==> src/rtl/btn_event_arbiter_pkg.sv <==
// rtl/btn_event_arbiter_pkg.sv - shared types and helpers for the button event arbiter
// Contents:
//   evt_code_t  : event codes carried on evt_code (press, release, long, repeat)
//   trk_state_t : per-button tracker states
//   cnt_width() : bit width needed to hold 0..maxVal (never less than 1)
package btn_pkg;

    typedef enum logic [1:0] {
        EVT_PRESS   = 2'b00,
        EVT_RELEASE = 2'b01,
        EVT_LONG    = 2'b10,
        EVT_REPEAT  = 2'b11
    } evt_code_t;

    typedef enum logic [1:0] {
        TRK_IDLE = 2'b00,
        TRK_HELD = 2'b01,
        TRK_LONG = 2'b10
    } trk_state_t;

    function automatic int cnt_width(input int maxVal);
        return (maxVal > 0) ? $clog2(maxVal + 1) : 1;
    endfunction

endpackage

==> src/rtl/btn_event_arbiter_if.sv <==
// rtl/btn_event_arbiter_if.sv - event output handshake bundle of the button event arbiter
// Signals:
//   evt_valid : event presented (master -> slave)
//   evt_ready : consumer accepts the event (slave -> master)
//   evt_btn   : index of the button that produced the event, $clog2(NUM_BTNS) bits
//   evt_code  : 00 press, 01 release, 10 long, 11 repeat
//   overflow  : one-cycle pulse when a pending event is overwritten
// Modports: master (arbiter side), slave (consumer side)
interface btn_event_arbiter_if #(
    parameter int NUM_BTNS = 4
);
    localparam int BTN_W = $clog2(NUM_BTNS);

    logic             evt_valid;
    logic             evt_ready;
    logic [BTN_W-1:0] evt_btn;
    logic [1:0]       evt_code;
    logic             overflow;

    modport master (
        output evt_valid,
        output evt_btn,
        output evt_code,
        output overflow,
        input  evt_ready
    );

    modport slave (
        input  evt_valid,
        input  evt_btn,
        input  evt_code,
        input  overflow,
        output evt_ready
    );
endinterface

==> src/rtl/btn_event_arbiter_tracker.sv <==
// rtl/btn_event_arbiter_tracker.sv - one button's press/long/repeat tracker with a one-deep pending slot
// Optional feature: BTN_AUTOREPEAT_EN (repeat events while held in LONG).
// Ports:
//   clk, reset : clock, synchronous active-high reset
//   msTick     : one-cycle millisecond strobe from the shared prescaler
//   btnLevel   : debounced level of this button, 1 = pressed
//   grant      : the arbiter takes this button's pending event this cycle
//   pending    : a pending event is waiting
//   pendCode   : code of the pending event
//   overwrite  : a new event replaces an ungranted pending event this cycle
module btn_event_tracker
    import btn_pkg::*;
#(
    parameter int LONG_PRESS_MS = 500,
    parameter int REPEAT_MS     = 100
) (
    input  logic       clk,
    input  logic       reset,
    input  logic       msTick,
    input  logic       btnLevel,
    input  logic       grant,
    output logic       pending,
    output logic [1:0] pendCode,
    output logic       overwrite
);
    localparam int HOLD_MAX = (LONG_PRESS_MS > REPEAT_MS) ? LONG_PRESS_MS : REPEAT_MS;
    localparam int HOLD_W   = cnt_width(HOLD_MAX);
    localparam logic [HOLD_W-1:0] LONG_LIMIT = HOLD_W'(LONG_PRESS_MS);
`ifdef BTN_AUTOREPEAT_EN
    localparam logic [HOLD_W-1:0] REPEAT_LIMIT = HOLD_W'(REPEAT_MS);
`endif

    localparam logic [1:0] ST_IDLE = TRK_IDLE;
    localparam logic [1:0] ST_HELD = TRK_HELD;
    localparam logic [1:0] ST_LONG = TRK_LONG;

    logic [1:0]        state, stateNext;
    logic [HOLD_W-1:0] holdCnt, holdNext;
    logic              prevLevel;
    logic              rise, fall;
    logic              gen;
    logic [1:0]        genCode;

    assign rise = btnLevel & ~prevLevel;
    assign fall = ~btnLevel & prevLevel;

    // Edges are checked before the tick so that an edge landing on a tick
    // cycle wins and the counter step is dropped.
    always_comb begin
        stateNext = state;
        holdNext  = holdCnt;
        gen       = 1'b0;
        genCode   = EVT_PRESS;
        case (state)
            ST_IDLE: begin
                if (rise) begin
                    gen       = 1'b1;
                    genCode   = EVT_PRESS;
                    stateNext = ST_HELD;
                    holdNext  = '0;
                end
            end
            ST_HELD: begin
                if (fall) begin
                    gen       = 1'b1;
                    genCode   = EVT_RELEASE;
                    stateNext = ST_IDLE;
                    holdNext  = '0;
                end else if (holdCnt == LONG_LIMIT) begin
                    gen       = 1'b1;
                    genCode   = EVT_LONG;
                    stateNext = ST_LONG;
                    holdNext  = '0;
                end else if (msTick) begin
                    holdNext = holdCnt + HOLD_W'(1);
                end
            end
            ST_LONG: begin
                if (fall) begin
                    gen       = 1'b1;
                    genCode   = EVT_RELEASE;
                    stateNext = ST_IDLE;
                    holdNext  = '0;
                end
`ifdef BTN_AUTOREPEAT_EN
                else if (holdCnt == REPEAT_LIMIT) begin
                    gen      = 1'b1;
                    genCode  = EVT_REPEAT;
                    holdNext = '0;
                end else if (msTick) begin
                    holdNext = holdCnt + HOLD_W'(1);
                end
`endif
            end
            default: begin
                stateNext = ST_IDLE;
                holdNext  = '0;
            end
        endcase
    end

    // A grant in the same cycle as a new event only retires the old one;
    // the new event stays pending and is not an overwrite.
    assign overwrite = gen & pending & ~grant;

    always_ff @(posedge clk) begin
        if (reset) begin
            state     <= ST_IDLE;
            holdCnt   <= '0;
            prevLevel <= 1'b0;
            pending   <= 1'b0;
            pendCode  <= EVT_PRESS;
        end else begin
            state     <= stateNext;
            holdCnt   <= holdNext;
            prevLevel <= btnLevel;
            if (gen) begin
                pending  <= 1'b1;
                pendCode <= genCode;
            end else if (grant) begin
                pending <= 1'b0;
            end
        end
    end
endmodule

==> src/rtl/btn_event_arbiter.sv <==
// rtl/btn_event_arbiter.sv - per-button event trackers with round-robin arbitration onto one event stream
// Optional feature: define BTN_AUTOREPEAT_EN to emit repeat events while a button stays in long-press.
// Ports:
//   clk       : clock
//   reset     : synchronous, active-high reset
//   btn_level : NUM_BTNS debounced clk-synchronous levels, 1 = pressed
//   evt       : btn_event_arbiter_if.master (evt_valid/evt_ready/evt_btn/evt_code/overflow)
module btn_event_arbiter
    import btn_pkg::*;
#(
    parameter int NUM_BTNS      = 4,
    parameter int CLKIN_FREQ    = 27_000_000,
    parameter int LONG_PRESS_MS = 500,
    parameter int REPEAT_MS     = 100
) (
    input  logic                clk,
    input  logic                reset,
    input  logic [NUM_BTNS-1:0] btn_level,
    btn_event_arbiter_if.master evt
);
    localparam int BTN_W     = $clog2(NUM_BTNS);
    localparam int PRESC_MAX = CLKIN_FREQ / 1000 - 1;
    localparam int PRESC_W   = cnt_width(PRESC_MAX);

    logic [PRESC_W-1:0]    prescaler;
    logic                  msTick;
    logic [NUM_BTNS-1:0]   pendVec;
    logic [NUM_BTNS-1:0]   ovfVec;
    logic [NUM_BTNS-1:0]   grantVec;
    logic [1:0]            pendCode [NUM_BTNS];
    logic [BTN_W-1:0]      lastGrant;
    logic [BTN_W-1:0]      nextIdx;
    logic                  found;
    logic                  loadEn;
    logic [2*NUM_BTNS-1:0] doubled;
    logic [NUM_BTNS-1:0]   rotated;

    assign msTick = (prescaler == PRESC_W'(PRESC_MAX));

    for (genvar g = 0; g < NUM_BTNS; g++) begin : g_trk
        btn_event_tracker #(
            .LONG_PRESS_MS(LONG_PRESS_MS),
            .REPEAT_MS    (REPEAT_MS)
        ) u_trk (
            .clk      (clk),
            .reset    (reset),
            .msTick   (msTick),
            .btnLevel (btn_level[g]),
            .grant    (grantVec[g]),
            .pending  (pendVec[g]),
            .pendCode (pendCode[g]),
            .overwrite(ovfVec[g])
        );
    end

    assign loadEn = ~evt.evt_valid | evt.evt_ready;

    // Rotate the pending vector so bit 0 is the index just above the last
    // grant; the lowest set bit of the rotated vector is the next winner.
    always_comb begin
        int sum;
        found   = 1'b0;
        nextIdx = '0;
        sum     = 0;
        doubled = {pendVec, pendVec};
        rotated = NUM_BTNS'(doubled >> (int'(lastGrant) + 1));
        for (int i = 0; i < NUM_BTNS; i++) begin
            if (!found && rotated[i]) begin
                found = 1'b1;
                sum   = int'(lastGrant) + 1 + i;
                if (sum >= NUM_BTNS) sum = sum - NUM_BTNS;
                nextIdx = BTN_W'(sum);
            end
        end
    end

    always_comb begin
        grantVec = '0;
        if (loadEn && found) grantVec[nextIdx] = 1'b1;
    end

    always_ff @(posedge clk) begin
        if (reset) begin
            prescaler     <= '0;
            lastGrant     <= '0;
            evt.evt_valid <= 1'b0;
            evt.evt_btn   <= '0;
            evt.evt_code  <= EVT_PRESS;
            evt.overflow  <= 1'b0;
        end else begin
            prescaler    <= msTick ? '0 : prescaler + PRESC_W'(1);
            evt.overflow <= |ovfVec;
            if (loadEn) begin
                if (found) begin
                    evt.evt_valid <= 1'b1;
                    evt.evt_btn   <= nextIdx;
                    evt.evt_code  <= pendCode[nextIdx];
                    lastGrant     <= nextIdx;
                end else begin
                    evt.evt_valid <= 1'b0;
                end
            end
        end
    end
endmodule

==> src/flat_wrapper.sv <==
// flat-port wrapper written by rule: the top's interface ports become plain ports
module btn_event_arbiter_flat import btn_pkg::*;
#(
    parameter int NUM_BTNS      = 4,
    parameter int CLKIN_FREQ    = 27_000_000,
    parameter int LONG_PRESS_MS = 500,
    parameter int REPEAT_MS     = 100
)
  (clk, reset, btn_level, evt_evt_valid, evt_evt_btn, evt_evt_code, evt_overflow, evt_evt_ready);
  btn_event_arbiter_if #(.NUM_BTNS(NUM_BTNS)) evt_i ();
  input  logic clk;
  input  logic reset;
  input  logic [NUM_BTNS-1:0] btn_level;
  output wire logic [$bits(evt_i.evt_valid)-1:0] evt_evt_valid;
  output wire logic [$bits(evt_i.evt_btn)-1:0] evt_evt_btn;
  output wire logic [$bits(evt_i.evt_code)-1:0] evt_evt_code;
  output wire logic [$bits(evt_i.overflow)-1:0] evt_overflow;
  input wire logic [$bits(evt_i.evt_ready)-1:0] evt_evt_ready;
  assign evt_evt_valid = evt_i.evt_valid;
  assign evt_evt_btn = evt_i.evt_btn;
  assign evt_evt_code = evt_i.evt_code;
  assign evt_overflow = evt_i.overflow;
  assign evt_i.evt_ready = evt_evt_ready;
  btn_event_arbiter #(.NUM_BTNS(NUM_BTNS), .CLKIN_FREQ(CLKIN_FREQ), .LONG_PRESS_MS(LONG_PRESS_MS), .REPEAT_MS(REPEAT_MS)) u_core (.clk(clk), .reset(reset), .btn_level(btn_level), .evt(evt_i));
endmodule
==> config.mk <==
export PLATFORM = sky130hd
export DESIGN_NAME = btn_event_arbiter_flat
export DESIGN_NICKNAME = d
export VERILOG_FILES = /design/src/rtl/btn_event_arbiter_pkg.sv /design/src/rtl/btn_event_arbiter_if.sv /design/src/rtl/btn_event_arbiter_tracker.sv /design/src/rtl/btn_event_arbiter.sv /design/src/flat_wrapper.sv
export SDC_FILE = /design/constraint.sdc
export NUM_CORES = 1
export LEC_CHECK = 0
export BUFFER_PORTS_ARGS = -buffer_cell sky130_fd_sc_hd__buf_2
export CORE_MARGIN = 2
export CORE_UTILIZATION = 45
export DETAILED_ROUTE_END_ITERATION = 8
export GPL_TIMING_DRIVEN = 0
export PLACE_DENSITY = 0.63
export SYNTH_ARGS = -nofsm -noshare
export SYNTH_HDL_FRONTEND = slang
export SYNTH_SLANG_ARGS = --single-unit
export TNS_END_PERCENT = 5
==> constraint.sdc <==
create_clock -name clk -period 2.96 [get_ports clk]
set_clock_uncertainty 0.1 [all_clocks]
set_input_delay 0.74 -clock clk [delete_from_list [all_inputs] [get_ports clk]]
set_output_delay 0.74 -clock clk [all_outputs]
set_load 0.05 [all_outputs]
==> results of run 1 <==
per-layer routing:
layer | vias to the layer above | routed length [µm] | track usage [%]
met5 | - | 0 | 0
met4 | 0 | 75 | 5.668
met3 | 6 | 341 | 4.271
met2 | 50 | 4456 | 30.02
met1 | 1824 | 4903 | 26.17
li1 | 1997 | - | -
power breakdown:
part	switching [mW]	internal (mW)	total [mW]
Sequential	0.0354	1.13	1.16
Clock	0.411	0.329	0.740
Combinational	0.339	0.150	0.489
final cells by class:
class                      count  share of cell area [%]
multi-input combinational    399                   53.90
buffer                        14                   1.136
sequential                    81                   33.45
timing repair buffer          14                   1.549
inverter                      38                   2.943
clock inverter                 4                  0.5937
clock buffer                  12                   2.994
tap                          133                   3.433
per-stage QoR:
step | utilization (%) | worst slack (ns)
2_1_floorplan | - | 0.5932
3_3_place_gp | 48.20 | 0.09880
3_5_place_dp | 48.20 | 0.05291
4_1_cts | 50.00 | 0.03348
5_1_grt | 50.29 | 0.1115
6_report | 50.29 | 0.3297
what timing repair did:
action / in CTS / in global routing
setup endpoints to repair: 0 / 23
buffers inserted: 0 / 2
resized for setup: 0 / 2
flip-flops by register name (all words and copies together) (netlist names):
| register | count |
|---|---|
| u_core.g_trk.u_trk.pendCode | 8 |
| u_core.evt.overflow | 1 |
| u_core.g_trk.u_trk.state | 8 |
| u_core.g_trk.u_trk.prevLevel | 4 |
| u_core.evt.evt_code | 2 |
| u_core.lastGrant | 2 |
| u_core.prescaler | 15 |
| u_core.g_trk.u_trk.holdCnt | 36 |
| u_core.evt.evt_valid | 1 |
| u_core.g_trk.u_trk.pending | 4 |
critical path, delay by kind of cell (launching register included):
| kind | cells | cell delay, ns |
|---|---|---|
| AO/OA/AOI/OAI | 3 | 1.84 |
| buffers and inverters | 1 | 0.20 |
| flip-flops | 1 | 0.30 |
| AND/OR/NAND/NOR | 1 | 0.13 |
cell usage in the layout, fill, tap and decap left out, types with 7 or more instances in the layout:
cell type,count
nor3_1,7
nor2b_1,7
inv_1,38
or3_1,9
o21ai_0,16
ha_1,25
a211oi_1,10
xor2_1,10
xnor2_1,7
o31ai_1,19
clkbuf_8,10
nand3_1,24
nand4b_1,8
nor2_1,48
nand4_1,14
a21oi_1,47
dfxtp_1,81
or4_1,16
nand2_1,37
clkbuf_1,13
buf_2,14
final timing paths:
kind	startpoint	to	cells after the start	slack, ns
max reg2reg	u_core.g_trk[1].u_trk.pending$_SDFFE_PP0P_	u_core.evt.overflow$_SDFF_PP0_	5	0.33
max	u_core.g_trk[1].u_trk.pending$_SDFFE_PP0P_	u_core.evt.overflow$_SDFF_PP0_	5	0.33
min	u_core.g_trk[3].u_trk.pendCode[0]$_SDFFE_PP0P_	u_core.g_trk[3].u_trk.pendCode[0]$_SDFFE_PP0P_	2	0.36
min reg2reg	u_core.g_trk[3].u_trk.pendCode[0]$_SDFFE_PP0P_	u_core.g_trk[3].u_trk.pendCode[0]$_SDFFE_PP0P_	2	0.36
logic make-up after synthesis:
logic type | Yosys count | synth area share, %
AND/OR/NAND/NOR | 211 | 26.16
AO/OA/AOI/OAI | 139 | 20.61
flip-flops | 81 | 36.69
buffers and inverters | 52 | 4.473
adder cells (fa/ha/maj) | 25 | 7.078
XOR/XNOR | 17 | 3.369
multiplexers | 7 | 1.614
==> impl_metrics.csv, run 1 <==
group,metric,value,unit
global_routing,grt_max_degree,14,
die,dieArea,0.01063,mm²
synthesis,synthArstFlopShare,0,%
cts,cts.reportedPaths.clkPinSlew,0.09,ns
routing,via_per_inst,5.578,
synthesis,yosysSeqAreaShare,36.69,%
worst_setup_path,worstPathRequired,3.14,ns
worst_setup_path,path_cells,"clkbuf_1, o41ai_1, a21oi_1, a2111o_1, nand4_1",
synthesis,synth.most_common_cell,"dfxtp_1",
global_routing,overflow,0,
final_layout,multi_input_area,0.002613,mm²
routing,drc_errors,0,
cts,cts_root_buf,"clkbuf_8",
power_and_ir_drop,power.total,2.392,mW
sta,tns,0,ns
synthesis,synthFlopType,"dfxtp_1",
synthesis,syn_avg_cell_area,8.307,µm²
final_layout,drive_above_1_share,8.363,%
sta,hold_viol_final,0,
global_routing,antenna_found_initial,0,
sta,rsz0062_at_grt,"false",
cts,cts_max_level,3,
die,io_pins,13,
final_layout,area_growth,9.683,%
cts,cts_buffers,9,
routing,ant_nets,0,
synthesis,ys_ff_latch,81,
placed_design,dp_hpwl,6.942,mm
cts,clock-sinks,81,
placed_design,place_area,0.004646,mm²
final_layout,fill_cells,963,
die,die_w,103.1,µm
global_routing,grt_usage,19.07,%
placed_design,io_buffers,12,
placed_design,place_congestion,0.8597,
die,fp.dieH,103.1,µm
synthesis,syn_inst,532,
die,std_cell_rows,36,
sta,relSlewSlack,10.63,%
sta,setup_viol,0,
final_layout,fin_nets,589,
cts,clkLatencyLatePin,0.35,ns
sta,worst_pin_slew,1.323,ns
sta,max_clock_freq,0.3802,GHz
synthesis,synth_top_area_cell,"dfxtp_1",
worst_setup_path,cp_slowest_stage_delay,1.18,ns
final_layout,seq_area,0.001622,mm²
sta,period_needed,2.630,ns
worst_setup_path,crit_arrival,2.81,ns
die,coreArea,0.009639,mm²
final_layout,n_antenna_cell,0,
run_status,status,"complete, no violations",
power_and_ir_drop,p_leak,1.600,nW
worst_setup_path,cp_max_fo,9,
routing,wirelength,9.777,mm
synthesis,synth_area_leaders,"dfxtp_1 (37%), ha_1 (7.1%), a21oi_1 (5.3%)",
synthesis,synth.top_cell.area_share,36.69,%
synthesis,netlist_area,0.004419,mm²
routing,drt-wirelength-per-cell,14.07,µm
cts,cts_tree,"built",
placed_design,placed_cells,677,
synthesis,ys_warn_count,0,
worst_setup_path,crit_path_end_kind,"register",
cts,cts.path.max_buffers,2,
hold_path,hold_path_class,"register to register",
worst_setup_path,crit_slowest_cell,"o41ai_1",
run,max-cap-violations,0,
power_and_ir_drop,pwr_density_cell,493.5,mW/mm²
synthesis,yosysUniqueCellTypes,58,
worst_setup_path,crit_type,"register to register",
final_layout,final_area,0.004847,mm²
die,start_util,45.85,%
worst_setup_path,cp-start-kind,"register",
routing,via_count,3877,
cts,hold_buffers,0,
global_routing,grt_pass1_wl,16.25,mm
routing,drt_first_pass_iters,5,
synthesis,ys_top_cells_by_count,"dfxtp_1 (81), nor2_1 (48), a21oi_1 (47), inv_1 (38), nand2_1 (37)",
sta,slew_viol_final,0,
synthesis,synth_edf_count,0,
synthesis,synthesis.nets,564,
sta,hold-worst-slack,0.3602,ns
routing,drtIter0Drc,165,
final_layout,stdcell_count,695,
power_and_ir_drop,ir_drop,0.0002313,V
global_routing,grt_pass1_vias,3562,
sta,finalCritPeriodShare,88.86,%
No activity file was read; power rests on OpenSTA's default activity.
==> run 2, diff against run 1 <==
==> constraint.sdc (replaced) <==
create_clock -name clk -period 2.96 [get_ports clk]
set_clock_uncertainty 0.1 [all_clocks]
set_input_delay 0.148 -clock clk [delete_from_list [all_inputs] [get_ports clk]]
set_output_delay 0.148 -clock clk [all_outputs]
set_load 0.05 [all_outputs]
==> run 2 against run 1 <==
Effect of this change: die area stayed put; worst setup slack lost 0.0096 ns; wire length is the same; global-route usage up 0.056 points; power is essentially flat; final cell count increased by 0.58%; count of clock-buffer cells in the layout stayed put; hold slack worse by 0.21 ns; sequential cell count did not move; fmax is 0.36% lower; critical endpoint unchanged; highest routed layer unchanged.
==> impl_metrics.csv, run 2 (synthesized netlist as in run 1, its figures left out) <==
group,metric,value,unit
global_routing,grt_pass1_vias,3579,
worst_setup_path,crit_path_end_kind,"register",
global_routing,antenna_found_initial,0,
placed_design,place_congestion,0.8597,
cts,cts.path.max_buffers,2,
routing,via_count,3895,
sta,max_clock_freq,0.3788,GHz
cts,cts_buffers,9,
worst_setup_path,cp-start-kind,"register",
routing,drt-wirelength-per-cell,13.99,µm
final_layout,final_cell_mix,"dfxtp_1 (81), nor2_1 (48), a21oi_1 (47)",
cts,cts.reportedPaths.clkPinSlew,0.09,ns
cts,cts_max_level,3,
routing,drc_errors,0,
routing,drtIter0Drc,162,
die,coreArea,0.009639,mm²
worst_setup_path,crit_type,"register to register",
sta,slew_viol_final,0,
worst_setup_path,crit_arrival,2.82,ns
sta,period_needed,2.640,ns
run,max-cap-violations,0,
global_routing,grt_usage,19.12,%
sta,finalCritPeriodShare,89.18,%
final_layout,reg.largest.list,"u_core.g_trk.u_trk.holdCnt: 36 flops, u_core.prescaler: 15 flops",
sta,worst_pin_slew,1.334,ns
die,std_cell_rows,36,
worst_setup_path,rrSetupSlack,0.32,ns
routing,via_per_inst,5.572,
routing,wirelength,9.777,mm
worst_setup_path,cp_max_fo,9,
sta,rsz0062_at_grt,"false",
die,die_w,103.1,µm
routing,drt_first_pass_iters,5,
power_and_ir_drop,p_leak,1.617,nW
final_layout,final_area,0.004887,mm²
final_layout,seq_area,0.001622,mm²
final_layout,mostFrequentLayoutCell,"dfxtp_1",
die,io_pins,13,
sta,hold_viol_final,0,
die,dieArea,0.01063,mm²
final_layout,fin_nets,593,
final_layout,multi_input_area,0.002613,mm²
cts,clock-sinks,81,
final_layout,largest-register,"u_core.g_trk.u_trk.holdCnt",
worst_setup_path,worstPathRequired,3.14,ns
placed_design,dp_hpwl,6.942,mm
cts,clkLatencyLatePin,0.34,ns
global_routing,grt_max_degree,14,
final_layout,drive_above_1_share,8.304,%
global_routing,grt_pass1_wl,16.31,mm
sta,setup_viol,0,
global_routing,overflow,0,
power_and_ir_drop,ir_drop,0.0002308,V
run_status,status,"complete, no violations",
final_layout,fill_cells,957,
sta,relSlewSlack,9.876,%
placed_design,place_area,0.004646,mm²
die,start_util,45.85,%
cts,cts_root_buf,"clkbuf_8",
final_layout,area_growth,10.59,%
power_and_ir_drop,pwr_density_cell,489.9,mW/mm²
die,fp.dieH,103.1,µm
sta,tns,0,ns
final_layout,n_antenna_cell,0,
cts,cts_tree,"built",
final_layout,largest_reg_flops,36,
routing,ant_nets,0,
hold_path,hold_path_class,"input port to register",
placed_design,io_buffers,12,
run 2: critical path, stage by stage (launching register included):
cell	delay, ns
dfxtp_1	0.30
clkbuf_1	0.20
o41ai_1	1.20
a21oi_1	0.18
a2111o_1	0.47
nand4_1	0.13
run 2: final timing paths:
kind,startpoint,depth (start not counted),end
min reg2reg,u_core.g_trk[0].u_trk.pendCode[1]$_SDFFE_PP0P_,2,u_core.g_trk[0].u_trk.pendCode[1]$_SDFFE_PP0P_
min,evt_evt_ready,3,u_core.evt.evt_valid$_SDFFE_PP0P_
max reg2reg,u_core.g_trk[1].u_trk.pending$_SDFFE_PP0P_,5,u_core.evt.overflow$_SDFF_PP0_
max,u_core.g_trk[1].u_trk.pending$_SDFFE_PP0P_,5,u_core.evt.overflow$_SDFF_PP0_
run 2: repair_timing:
item / in CTS / in global routing
endpoints found under the setup margin: 0 / 23
hold buffers: 4 / 0
endpoints found under the hold margin: 4 / 0
buffers inserted: 0 / 2
gates resized for setup: 0 / 2
run 2: metrics by stage:
step	power, mW	hold slack (ns)	std cells	util [%]	setup WS, ns
3_5_place_dp	1.669	0.3005	677	48.20	0.05291
2_1_floorplan	1.549	0.1762	532	-	0.5932
5_1_grt	2.524	0.1408	699	50.70	0.1115
3_3_place_gp	1.661	0.2845	677	48.20	0.09880
6_report	2.394	0.1509	699	50.70	0.3202
4_1_cts	2.415	0.1152	697	50.42	0.03348
run 2: where the power goes:
part	switching, mW	internal (mW)
registers	0.0357	1.13
clock network	0.408	0.329
logic	0.341	0.153
total	0.784	1.61
run 2: layout make-up:
type                            instances  area share [%]
Multi-Input combinational cell        399           53.46
Sequential cell                        81           33.18
Tap cell                              133           3.405
Clock buffer                           12           2.970
Inverter                               38           2.919
Timing Repair Buffer                   18           2.355
Buffer                                 14           1.126
Clock inverter                          4          0.5888
run 2: per-layer routing:
layer | vias up | share of wire, % | GRT usage (%)
li1 | 2008 | - | -
met1 | 1822 | 50 | 26.26
met2 | 61 | 46 | 30.22
met3 | 4 | 3.6 | 4.136
met4 | 0 | 0.58 | 5.668
met5 | - | 0 | 0
